--- src/rtl/i2c_cond_detect.sv ---
// I2C bus monitor: synchronizes and glitch-filters SDA/SCL, detects START,
// repeated START and STOP, and tracks busy / bus-free ownership.
module i2c_cond_detect #(
    parameter int CLK_FREQ   = 25_000_000,
    parameter int I2C_FREQ   = 100_000,
    parameter int FILTER_LEN = 4
) (
    input  logic i_clk,
    input  logic i_rst,
    input  logic i_enable,
    input  logic i_sda,
    input  logic i_scl,
    output logic o_sda,
    output logic o_scl,
    output logic o_scl_rise,
    output logic o_scl_fall,
    output logic o_start,
    output logic o_rstart,
    output logic o_stop,
    output logic o_busy,
    output logic o_bus_free
);

    localparam int c_buf_time = CLK_FREQ / (2 * I2C_FREQ);
    localparam int FCW        = $clog2(FILTER_LEN + 1);
    localparam int BCW        = (c_buf_time > 0) ? $clog2(c_buf_time + 1) : 1;
    localparam logic [FCW-1:0] FILT_LAST  = FCW'(FILTER_LEN - 1);
    localparam logic [BCW-1:0] BUF_RELOAD = BCW'(c_buf_time);

    typedef enum logic [1:0] {
        BUF_WAIT = 2'd0,
        FREE     = 2'd1,
        BUSY     = 2'd2
    } state_t;

    logic           sda_s1_q, sda_s1_d, sda_s2_q, sda_s2_d;
    logic           scl_s1_q, scl_s1_d, scl_s2_q, scl_s2_d;
    logic           sda_filt_q, sda_filt_d, scl_filt_q, scl_filt_d;
    logic [FCW-1:0] sda_cnt_q, sda_cnt_d, scl_cnt_q, scl_cnt_d;
    logic           sda_prev_q, sda_prev_d, scl_prev_q, scl_prev_d;
    logic           scl_rise_q, scl_rise_d, scl_fall_q, scl_fall_d;
    logic           start_q, start_d, rstart_q, rstart_d, stop_q, stop_d;
    logic           busy_q, busy_d, bus_free_q, bus_free_d;
    state_t         state_q, state_d;
    logic [BCW-1:0] buf_cnt_q, buf_cnt_d;

    logic sda_rise, sda_fall, scl_chg, start_det, stop_det, lines_high;

    always_comb begin
        sda_s1_d = i_sda;
        sda_s2_d = sda_s1_q;
        scl_s1_d = i_scl;
        scl_s2_d = scl_s1_q;
    end

    // A line flips only after FILTER_LEN consecutive disagreeing samples.
    always_comb begin
        sda_filt_d = sda_filt_q;
        sda_cnt_d  = '0;
        if (sda_s2_q != sda_filt_q) begin
            if (sda_cnt_q == FILT_LAST) begin
                sda_filt_d = sda_s2_q;
            end else begin
                sda_cnt_d = sda_cnt_q + FCW'(1);
            end
        end

        scl_filt_d = scl_filt_q;
        scl_cnt_d  = '0;
        if (scl_s2_q != scl_filt_q) begin
            if (scl_cnt_q == FILT_LAST) begin
                scl_filt_d = scl_s2_q;
            end else begin
                scl_cnt_d = scl_cnt_q + FCW'(1);
            end
        end
    end

    always_comb begin
        sda_prev_d = sda_filt_q;
        scl_prev_d = scl_filt_q;
        sda_rise   = sda_filt_q & ~sda_prev_q;
        sda_fall   = ~sda_filt_q & sda_prev_q;
        scl_chg    = scl_filt_q ^ scl_prev_q;
        scl_rise_d = scl_filt_q & ~scl_prev_q;
        scl_fall_d = ~scl_filt_q & scl_prev_q;
        start_det  = sda_fall & scl_filt_q & ~scl_chg;
        stop_det   = sda_rise & scl_filt_q & ~scl_chg;
        lines_high = sda_filt_q & scl_filt_q;
    end

    always_comb begin
        state_d   = state_q;
        buf_cnt_d = buf_cnt_q;
        start_d   = 1'b0;
        rstart_d  = 1'b0;
        stop_d    = 1'b0;
        if (!i_enable) begin
            state_d   = BUF_WAIT;
            buf_cnt_d = BUF_RELOAD;
        end else begin
            case (state_q)
                BUF_WAIT: begin
                    if (start_det) begin
                        state_d   = BUSY;
                        start_d   = 1'b1;
                        buf_cnt_d = BUF_RELOAD;
                    end else if (stop_det) begin
                        buf_cnt_d = BUF_RELOAD;
                    end else if (buf_cnt_q == '0) begin
                        state_d = FREE;
                    end else if (lines_high) begin
                        buf_cnt_d = buf_cnt_q - BCW'(1);
                    end else begin
                        buf_cnt_d = BUF_RELOAD;
                    end
                end
                FREE: begin
                    // An SCL fall without START means we joined mid-transfer.
                    if (start_det) begin
                        state_d = BUSY;
                        start_d = 1'b1;
                    end else if (scl_fall_d) begin
                        state_d = BUSY;
                    end
                end
                BUSY: begin
                    if (start_det) begin
                        rstart_d = 1'b1;
                    end else if (stop_det) begin
                        state_d   = BUF_WAIT;
                        stop_d    = 1'b1;
                        buf_cnt_d = BUF_RELOAD;
                    end
                end
                default: begin
                    state_d   = BUF_WAIT;
                    buf_cnt_d = BUF_RELOAD;
                end
            endcase
        end
        busy_d     = (state_d == BUSY);
        bus_free_d = (state_d == FREE);
    end

    always_ff @(posedge i_clk) begin
        if (i_rst) begin
            sda_s1_q   <= 1'b1;
            sda_s2_q   <= 1'b1;
            scl_s1_q   <= 1'b1;
            scl_s2_q   <= 1'b1;
            sda_filt_q <= 1'b1;
            scl_filt_q <= 1'b1;
            sda_cnt_q  <= '0;
            scl_cnt_q  <= '0;
            sda_prev_q <= 1'b1;
            scl_prev_q <= 1'b1;
            scl_rise_q <= 1'b0;
            scl_fall_q <= 1'b0;
            start_q    <= 1'b0;
            rstart_q   <= 1'b0;
            stop_q     <= 1'b0;
            busy_q     <= 1'b0;
            bus_free_q <= 1'b0;
            state_q    <= BUF_WAIT;
            buf_cnt_q  <= BUF_RELOAD;
        end else begin
            sda_s1_q   <= sda_s1_d;
            sda_s2_q   <= sda_s2_d;
            scl_s1_q   <= scl_s1_d;
            scl_s2_q   <= scl_s2_d;
            sda_filt_q <= sda_filt_d;
            scl_filt_q <= scl_filt_d;
            sda_cnt_q  <= sda_cnt_d;
            scl_cnt_q  <= scl_cnt_d;
            sda_prev_q <= sda_prev_d;
            scl_prev_q <= scl_prev_d;
            scl_rise_q <= scl_rise_d;
            scl_fall_q <= scl_fall_d;
            start_q    <= start_d;
            rstart_q   <= rstart_d;
            stop_q     <= stop_d;
            busy_q     <= busy_d;
            bus_free_q <= bus_free_d;
            state_q    <= state_d;
            buf_cnt_q  <= buf_cnt_d;
        end
    end

    assign o_sda      = sda_filt_q;
    assign o_scl      = scl_filt_q;
    assign o_scl_rise = scl_rise_q;
    assign o_scl_fall = scl_fall_q;
    assign o_start    = start_q;
    assign o_rstart   = rstart_q;
    assign o_stop     = stop_q;
    assign o_busy     = busy_q;
    assign o_bus_free = bus_free_q;

endmodule

--- config.mk ---
export PLATFORM = sky130hd
export DESIGN_NAME = i2c_cond_detect
export DESIGN_NICKNAME = d
export VERILOG_FILES = /design/src/rtl/i2c_cond_detect.sv
export SDC_FILE = /design/constraint.sdc
export NUM_CORES = 1
export LEC_CHECK = 0
export BUFFER_PORTS_ARGS = -buffer_cell sky130_fd_sc_hd__buf_2
export CAP_MARGIN = 20
export CORE_MARGIN = 4
export CORE_UTILIZATION = 42
export DETAILED_ROUTE_END_ITERATION = 16
export PLACE_DENSITY = 0.56
export SYNTH_ARGS = -nofsm -noshare
export SYNTH_HDL_FRONTEND = slang
export SYNTH_SLANG_ARGS = --single-unit
--- constraint.sdc ---
create_clock -name i_clk -period 2.7 [get_ports i_clk]
set_input_delay 0.27 -clock i_clk [delete_from_list [all_inputs] [get_ports i_clk]]
set_output_delay 0.27 -clock i_clk [all_outputs]
set_load 0.02 [all_outputs]
==> impl_metrics.env, run 1 <==
export IMPL_cts_buffers=5
export IMPL_maxSlewHeadroom_pct=64.77
export IMPL_async_flop_share_pct=0
export IMPL_ctsResizeCount=0
export IMPL_drive_gt1_share_pct=20.78
export IMPL_die_w_um=63.04
export IMPL_slowest_delay_ps=480
export IMPL_postRouteAntennaNets=0
export IMPL_vdd_drop_max_v=0.0004664
export IMPL_hold_violations=0
export IMPL_rows=19
export IMPL_cp_slowest_cell="dfxtp_1"
export IMPL_crit_type="register to register"
export IMPL_area_delta_synth_final_pct=13.67
export IMPL_slew_violations=0
export IMPL_design_core_area_sq_um=2829
export IMPL_timing_critical_path_cells="inv_1, ha_1, nand3_1, nor2_1, or3b_2, a221oi_1"
export IMPL_syn_inst=136
export IMPL_critical_path_required_ps=2940
export IMPL_cts_buffer_depth=2
export IMPL_rsz0062_at_grt="no"
export IMPL_drc=0
export IMPL_holdWs_ps=126.1
export IMPL_ctsHoldBuffers=0
export IMPL_portBuffers=13
export IMPL_leakage_uw=0.0005907
export IMPL_status="complete, no violations"
export IMPL_syn_area_per_cell_sq_um=9.356
export IMPL_synth_cell_area_sq_um=1272
export IMPL_ctsRootBufferMaster="clkbuf_4"
export IMPL_antenna_cells=0
export IMPL_r2r_cells=6
export IMPL_ys_flop_type="dfxtp_1"
export IMPL_period_share_pct=71.40
export IMPL_power_density_nw_per_um2=577.8
export IMPL_synth_distinct_cells=38
export IMPL_via_count=973
export IMPL_post_cts_buffers=0
export IMPL_start_util_pct=44.98
export IMPL_dp_hpwl_um=1597
export IMPL_fmax_ghz=0.5187
export IMPL_grt_antenna_before_repair=0
export IMPL_grt_pass1_vias=877
export IMPL_pin_count=14
export IMPL_setup_viol=0
export IMPL_synth_edf_count=0
export IMPL_hold_path_class="primary input to register"
export IMPL_dieArea_sq_um=3974
export IMPL_gp_congestion=0.7516
export IMPL_h_tree_depth=2
export IMPL_insertion_delay_ps=320
export IMPL_cts_sinks=30
export IMPL_total_power_uw=835.8
export IMPL_grt_pass1_wl_um=3801
export IMPL_path_clk_slew_ps=90
export IMPL_drt_wl_total_um=2164
export IMPL_cap_violations=0
export IMPL_start_kind="register"
export IMPL_yosysSeqAreaShare_pct=47.20
export IMPL_tns_ps=0
export IMPL_fin_nets=167
export IMPL_end_kind="register"
export IMPL_grt_ovfl_total=0
export IMPL_wire_per_inst_um=11.70
export IMPL_yosys_warnings=0
export IMPL_via_per_inst=5.259
export IMPL_drt_pass1_iter_count=4
export IMPL_cts_tree="yes"
export IMPL_tightest_slew_ps=523.6
export IMPL_drt_iter0_markers=42
export IMPL_grtUsageTotal_pct=12.19
export IMPL_path_max_fanout=8
export IMPL_die_h_um=63.04
export IMPL_ys_ff_latch=30
export IMPL_crit_arrival_ps=2160
export IMPL_grt_max_degree=12
export IMPL_period_needed_ps=1928
export IMPL_skew_ps=6.859
export IMPL_holdPathStages=2
export IMPL_synth_nets=149
## kinds of logic (layout without fill, tap and decap cells)
| logic type | Yosys count | count (layout) | synth area share, % |
|---|---|---|---|
| adders and majority gates | 8 | 8 | 7.867 |
| AOI/OAI and AO/OA | 23 | 23 | 11.70 |
| buffers and inverters | 12 | 30 | 3.835 |
| and+or+nand+nor | 57 | 57 | 25.08 |
| DFF | 30 | 30 | 47.20 |
| xor gates and xnor gates | 4 | 4 | 2.754 |
| muxes | 2 | 2 | 1.573 |
## state kept, by name (all words and copies together), names as in the netlist, 2 cells and up
name and count:
buf_cnt_q 7, scl_cnt_q 3, sda_cnt_q 3, state_q 2
## critical path, delay by kind of cell (launching register included)
| kind | cells | cell delay (ps) |
|---|---|---|
| AND/OR/NAND/NOR | 3 | 630 |
| flip-flops | 1 | 480 |
| adder cells (fa/ha/maj) | 1 | 350 |
| AO/OA/AOI/OAI | 1 | 260 |
| buffers and inverters | 1 | 120 |
## area by class of cell
type,instances,area [sq um]
Clock buffer,6,51.30
Fill cell,277,1383
Multi-Input combinational cell,94,623.1
Sequential cell,30,600.6
Clock inverter,1,30.03
Inverter,10,37.54
Timing Repair Buffer,13,65.06
Tap cell,31,38.79
## metrics by stage
step	util (%)	worst slack (ps)	cells	area [sq um]
final	51.13	772.1	185	1446
after floorplan	-	794.2	136	1272
after CTS	51.13	741.9	185	1446
after global routing	51.13	604.9	185	1446
after global placement	48.25	843.4	178	1365
after detailed placement	48.25	773.3	178	1365
## cells in the mapped netlist, types with 3 or more instances
cell,instances,share of area [%]
ha_1,8,7.9
dfxtp_1,30,47
a21oi_1,7,2.8
o31ai_1,3,1.8
inv_1,10,3.0
nor3_1,4,1.6
xnor2_1,3,2.1
nand3_1,4,1.6
nor2b_1,4,2.0
or3_1,3,1.5
o21ai_0,3,1.2
nor2_1,13,3.8
nand2_1,9,2.7
or2_2,5,2.5
## worst paths after layout
path,startpoint,end,slack (ps)
max,o_scl$_SDFFE_PP1P_,o_bus_free$_SDFF_PP0_,770
min,i_scl,scl_s1_q$_SDFF_PP1_,130
max reg2reg,o_scl$_SDFFE_PP1P_,o_bus_free$_SDFF_PP0_,770
min reg2reg,sda_s1_q$_SDFF_PP1_,sda_s2_q$_SDFF_PP1_,420
## power breakdown
group | switching (uW) | internal (uW)
logic | 13.7 | 10.2
clock network | 145 | 215
registers | 4.03 | 448
total | 162 | 674
## metal layers
metal / global-route usage [%] / wire length (um)
met1: 14.98 / 1046
met2: 18.45 / 981
met3: 4.317 / 83
met4: 6.612 / 52
met5: 0 / 0
## cells in the final DEF (no fill, tap or decap), types with 3 or more instances in the layout
cell type,instances
nor2b_1,4
o21ai_0,3
xnor2_1,3
o31ai_1,3
buf_2,13
nor2_1,13
dfxtp_1,30
nand3_1,4
nor3_1,4
clkbuf_4,5
or3_1,3
inv_1,10
or2_2,5
nand2_1,9
ha_1,8
a21oi_1,7
Note: power is estimated with default switching activity, not from simulation.
==> inputs of run 2 (changes only) <==
==> constraint.sdc (replaced) <==
create_clock -name i_clk -period 1.92 [get_ports i_clk]
set_input_delay 0.192 -clock i_clk [delete_from_list [all_inputs] [get_ports i_clk]]
set_output_delay 0.192 -clock i_clk [all_outputs]
set_load 0.02 [all_outputs]
==> run 2 against run 1 <==
Against the previous run: critical path depth unchanged; first-iteration DRC count did not move; setup slack lost 580 ps; critical endpoint is now state_q[0]$_SDFF_PP0_; highest routed layer unchanged.
==> impl_metrics.env, run 2 (synthesized netlist as in run 1, its figures left out) <==
export IMPL_status="complete, no violations"
export IMPL_drc=0
export IMPL_design_core_area_sq_um=2829
export IMPL_cts_buffers=5
export IMPL_final_common_cell="dfxtp_1"
export IMPL_ctsRootBufferMaster="clkbuf_4"
export IMPL_period_needed_ps=1727
export IMPL_path_clk_slew_ps=80
export IMPL_start_kind="register"
export IMPL_final_cell_mix="dfxtp_1 (30), nor2_1 (13), buf_2 (13)"
export IMPL_slew_violations=0
export IMPL_maxSlewHeadroom_pct=65.60
export IMPL_power_density_nw_per_um2=716.3
export IMPL_design_area_sq_um=1424
export IMPL_pin_count=14
export IMPL_hold_path_class="primary input to register"
export IMPL_vdd_drop_max_v=0.0005449
export IMPL_crit_arrival_ps=1950
export IMPL_clkPwrFrac_pct=34.5
export IMPL_drive_gt1_share_pct=20.78
export IMPL_start_util_pct=44.98
export IMPL_grt_ovfl_total=0
export IMPL_placed_cell_area_sq_um=1373
export IMPL_path_max_fanout=4
export IMPL_seq_power_share_pct=62.2
export IMPL_p_sw_share_pct=20.74
export IMPL_drt_pass1_iter_count=4
export IMPL_area_delta_synth_final_pct=11.90
export IMPL_internal_power_uw=808.4
export IMPL_tns_ps=0
export IMPL_fmax_ghz=0.5791
export IMPL_dp_hpwl_um=1575
export IMPL_dieArea_sq_um=3974
export IMPL_leakage_uw=0.0005807
export IMPL_cts_buffer_depth=2
export IMPL_total_power_uw=1020
export IMPL_fin_nets=168
export IMPL_pwr_share_comb_pct=3.2
export IMPL_tightest_slew_ps=511.3
export IMPL_ctsHoldBuffers=0
export IMPL_critical_path_required_ps=2150
export IMPL_top_register="buf_cnt_q"
export IMPL_rsz0062_at_grt="no"
export IMPL_h_tree_depth=2
export IMPL_holdWs_ps=47.72
export IMPL_via_per_inst=5.324
export IMPL_antenna_cells=0
export IMPL_cts_tree="yes"
export IMPL_die_w_um=63.04
export IMPL_ctsResizeCount=0
export IMPL_postRouteAntennaNets=0
export IMPL_grt_max_degree=12
export IMPL_reg_largest_list="buf_cnt_q: 7 flops, scl_cnt_q: 3 flops, sda_cnt_q: 3 flops"
export IMPL_period_share_pct=89.93
export IMPL_die_h_um=63.04
export IMPL_largest_reg_flops=7
export IMPL_rows=19
export IMPL_cap_violations=0
export IMPL_grtUsageTotal_pct=12.62
export IMPL_grt_antenna_before_repair=0
export IMPL_setup_viol=0
export IMPL_end_kind="register"
export IMPL_grt_pass1_vias=896
export IMPL_insertion_delay_ps=320
export IMPL_fillers=280
export IMPL_portBuffers=13
export IMPL_skew_ps=4.066
export IMPL_via_count=985
export IMPL_cts_sinks=30
export IMPL_drt_wl_total_um=2110
export IMPL_p_switching_uw=211.5
export IMPL_crit_type="register to register"
export IMPL_drt_iter0_markers=42
export IMPL_wire_per_inst_um=11.41
export IMPL_post_cts_buffers=0
export IMPL_grt_pass1_wl_um=3843
export IMPL_hold_violations=0
export IMPL_gp_congestion=0.7927
## run 2: cell types whose count changed in the layout (fill, tap and decap cells not counted), sizes merged
| cell | change |
|---|---|
| buf | +1 |
| bufinv | -1 |
## run 2: area by class of cell
class                      count  area [sq um]  share of cell area, %
multi-input combinational     94         623.1                  43.76
timing repair buffer          14         72.57                  5.097
clock buffer                   6         51.30                  3.603
inverter                      10         37.54                  2.636
tap                           31         38.79                  2.724
sequential                    30         600.6                  42.18
## run 2: path summary, 6_finish.rpt
path,from,end,slack (ps),cells after the start
hold reg to reg,sda_s1_q$_SDFF_PP1_,sda_s2_q$_SDFF_PP1_,420,1
hold / removal,i_sda,sda_s1_q$_SDFF_PP1_,50,2
setup reg to reg,o_scl$_SDFFE_PP1P_,state_q[0]$_SDFF_PP0_,190,6
setup / recovery,o_scl$_SDFFE_PP1P_,state_q[0]$_SDFF_PP0_,190,6
## run 2: worst max-delay path: stages (launching register included)
cell,delay (ps)
dfxtp_1,330
inv_1,70
ha_1,330
nand3_1,110
nor2_1,50
or3b_2,470
a221oi_1,260
## run 2: layer usage
metal	wire length [um]	part of all wire, %	GRT usage (%)
met3	91	4.3	4.317
met4	68	3.2	9.091
met2	972	46	19.10
met1	977	46	14.70
met5	0	0	0
## run 2: through the flow
step	setup WS [ps]	instances	utilization, %
floorplan	14.21	136	-
detailed placement	201.9	179	48.52
global placement	247.4	179	48.52
finish	193.3	185	50.33
CTS	173.6	185	50.33
global route	36.12	185	50.33
## run 2: power by group through the flow
stage | logic, uW | clock network [uW] | registers (uW)
floorplan | 23.9 | 0 | 649
global placement | 33.4 | 0 | 650
detailed placement | 33.6 | 0 | 650
CTS | 33.8 | 371 | 635
global route | 38.4 | 407 | 637
finish | 33.1 | 352 | 635
==> inputs of run 3 (changes only) <==
--- a/config.mk
+++ b/config.mk
@@ -7,6 +7,7 @@
 export LEC_CHECK = 0
 export BUFFER_PORTS_ARGS = -buffer_cell sky130_fd_sc_hd__buf_2
 export CAP_MARGIN = 20
+export CORE_ASPECT_RATIO = 0.75
 export CORE_MARGIN = 4
 export CORE_UTILIZATION = 42
 export DETAILED_ROUTE_END_ITERATION = 16
==> run 3 against run 2 <==
Against the previous run: register-to-register slack barely moved; flip-flop and latch count did not move; non-clock buffer count did not move; fmax fell by 0.74%; setup slack got worse by 13 ps; global-route usage rose by 0.31 points; critical path depth did not move; critical path type unchanged; largest cell class unchanged; largest power group unchanged.
==> impl_metrics.env, run 3 (synthesized netlist as in run 1, its figures left out) <==
export IMPL_reg_largest_list="buf_cnt_q: 7 flops, scl_cnt_q: 3 flops, sda_cnt_q: 3 flops"
export IMPL_cts_buffers=5
export IMPL_post_cts_buffers=0
export IMPL_period_share_pct=90.60
export IMPL_die_h_um=55.67
export IMPL_timing_final_ws_setup_ps=180.4
export IMPL_fillers=247
export IMPL_h_tree_depth=2
export IMPL_critical_path_required_ps=2100
export IMPL_status="complete, no violations"
export IMPL_drive_gt1_share_pct=21.15
export IMPL_setup_viol=0
export IMPL_design_area_sq_um=1470
export IMPL_period_needed_ps=1740
export IMPL_maxSlewHeadroom_pct=73.23
export IMPL_antenna_cells=0
export IMPL_wire_per_inst_um=11.76
export IMPL_via_count=948
export IMPL_cts_sinks=30
export IMPL_postRouteAntennaNets=0
export IMPL_r2r_start="o_scl$_SDFFE_PP1P_"
export IMPL_power_density_nw_per_um2=805.8
export IMPL_leakage_uw=0.0005987
export IMPL_start_kind="register"
export IMPL_design_core_area_sq_um=2743
export IMPL_ctsResizeCount=0
export IMPL_slew_violations=0
export IMPL_final_common_cell="dfxtp_1"
export IMPL_hold_violations=0
export IMPL_grt_max_degree=12
export IMPL_drt_pass1_iter_count=4
export IMPL_holdPathStages=2
export IMPL_dp_cells=184
export IMPL_end_kind="register"
export IMPL_final_cell_mix="dfxtp_1 (30), nor2_1 (13), buf_2 (13)"
export IMPL_finalNonFillerCells=192
export IMPL_start_util_pct=46.40
export IMPL_grtUsageTotal_pct=12.93
export IMPL_die_w_um=71.56
export IMPL_cap_violations=0
export IMPL_ctsHoldBuffers=0
export IMPL_vdd_drop_max_v=0.0004141
export IMPL_pre_cts_slack_ps=213.5
export IMPL_slowest_delay_ps=460
export IMPL_drt_wl_total_um=2258
export IMPL_rsz0062_at_grt="no"
export IMPL_path_clk_slew_ps=60
export IMPL_grt_pass1_vias=890
export IMPL_rrSetupSlack_ps=180
export IMPL_dieArea_sq_um=3983
export IMPL_insertion_delay_ps=280
export IMPL_timing_critical_path_cells="inv_1, ha_1, nand3_1, nor2_1, or3b_2, a221oi_1"
export IMPL_area_delta_synth_final_pct=15.54
export IMPL_ctsRootBufferMaster="clkbuf_8"
export IMPL_r2r_cells=6
export IMPL_pin_count=14
export IMPL_placed_cell_area_sq_um=1379
export IMPL_grt_pass1_wl_um=3946
export IMPL_drc=0
export IMPL_cp_slowest_cell="or3b_2"
export IMPL_tightest_slew_ps=397.8
export IMPL_skew_ps=3.972
export IMPL_path_max_fanout=4
export IMPL_hold_start="i_scl"
export IMPL_top_register="buf_cnt_q"
export IMPL_min_to="scl_s1_q$_SDFF_PP1_"
export IMPL_rows=16
export IMPL_crit_type="register to register"
export IMPL_fin_nets=168
export IMPL_hold_path_class="primary input to register"
export IMPL_dp_hpwl_um=1727
export IMPL_gp_congestion=0.8255
export IMPL_cts_tree="yes"
export IMPL_drt_iter0_markers=63
export IMPL_via_per_inst=4.938
export IMPL_portBuffers=13
export IMPL_grt_ovfl_total=0
export IMPL_largest_reg_flops=7
export IMPL_holdWs_ps=90.82
export IMPL_grt_antenna_before_repair=0
export IMPL_fmax_ghz=0.5748
export IMPL_crit_arrival_ps=1920
export IMPL_reg2reg_to="state_q[0]$_SDFF_PP0_"
export IMPL_tns_ps=0
export IMPL_cts_buffer_depth=2
## run 3: cell types whose count changed in the layout (fill, tap and decap cells not counted), sizes merged
cell | previous run | this run
clkbuf | 6 | 7
clkinv | 0 | 1
## run 3: worst max-delay path by stage
| stage | start | endpoint | slack, ps |
|---|---|---|---|
| floorplan | o_scl$_SDFFE_PP1P_ | o_bus_free$_SDFF_PP0_ | 10 |
| finish | o_scl$_SDFFE_PP1P_ | state_q[0]$_SDFF_PP0_ | 180 |
| detailed placement | o_scl$_SDFFE_PP1P_ | state_q[0]$_SDFF_PP0_ | 210 |
| global route | o_scl$_SDFFE_PP1P_ | state_q[0]$_SDFF_PP0_ | 60 |
| global placement | o_scl$_SDFFE_PP1P_ | o_bus_free$_SDFF_PP0_ | 240 |
| CTS | o_scl$_SDFFE_PP1P_ | state_q[0]$_SDFF_PP0_ | 150 |
## run 3: report_power, final
group / internal [uW] / switching (uW)
sequential: 631 / 5.50
clock: 288 / 226
combinational: 14.5 / 19.7
total: 933 / 251
## run 3: layout make-up
class	count	area, sq um	area share (%)
clock buffer	7	86.33	5.872
clock inverter	1	5.005	0.3404
inverter	10	37.54	2.553
multi-input combinational	94	623.1	42.38
sequential	30	600.6	40.85
tap	36	45.04	3.064
timing repair buffer	14	72.57	4.936
## run 3: worst max-delay path, delay by kind of cell, from the launching register on
family | cells | cell delay, ps
simple gates | 3 | 640
fa+ha+maj | 1 | 330
compound gates | 1 | 280
flops | 1 | 320
buf+inv | 1 | 60
## run 3: through the flow
stage                     total power [uW]  utilization, %
after floorplan                      672.5               -
after global placement               683.3           50.27
after detailed placement             684.3           50.27
after CTS                             1201           53.60
after global routing                  1241           53.60
final                                 1185           53.60
## run 3: routing by layer
metal / GRT usage (%) / vias up / wire length, um
li1: - / 506 / -
met2: 16.88 / 29 / 841
met3: 7.762 / 3 / 221
met4: 4.021 / 0 / 28
met5: 0 / - / 0
met1: 17.42 / 410 / 1167
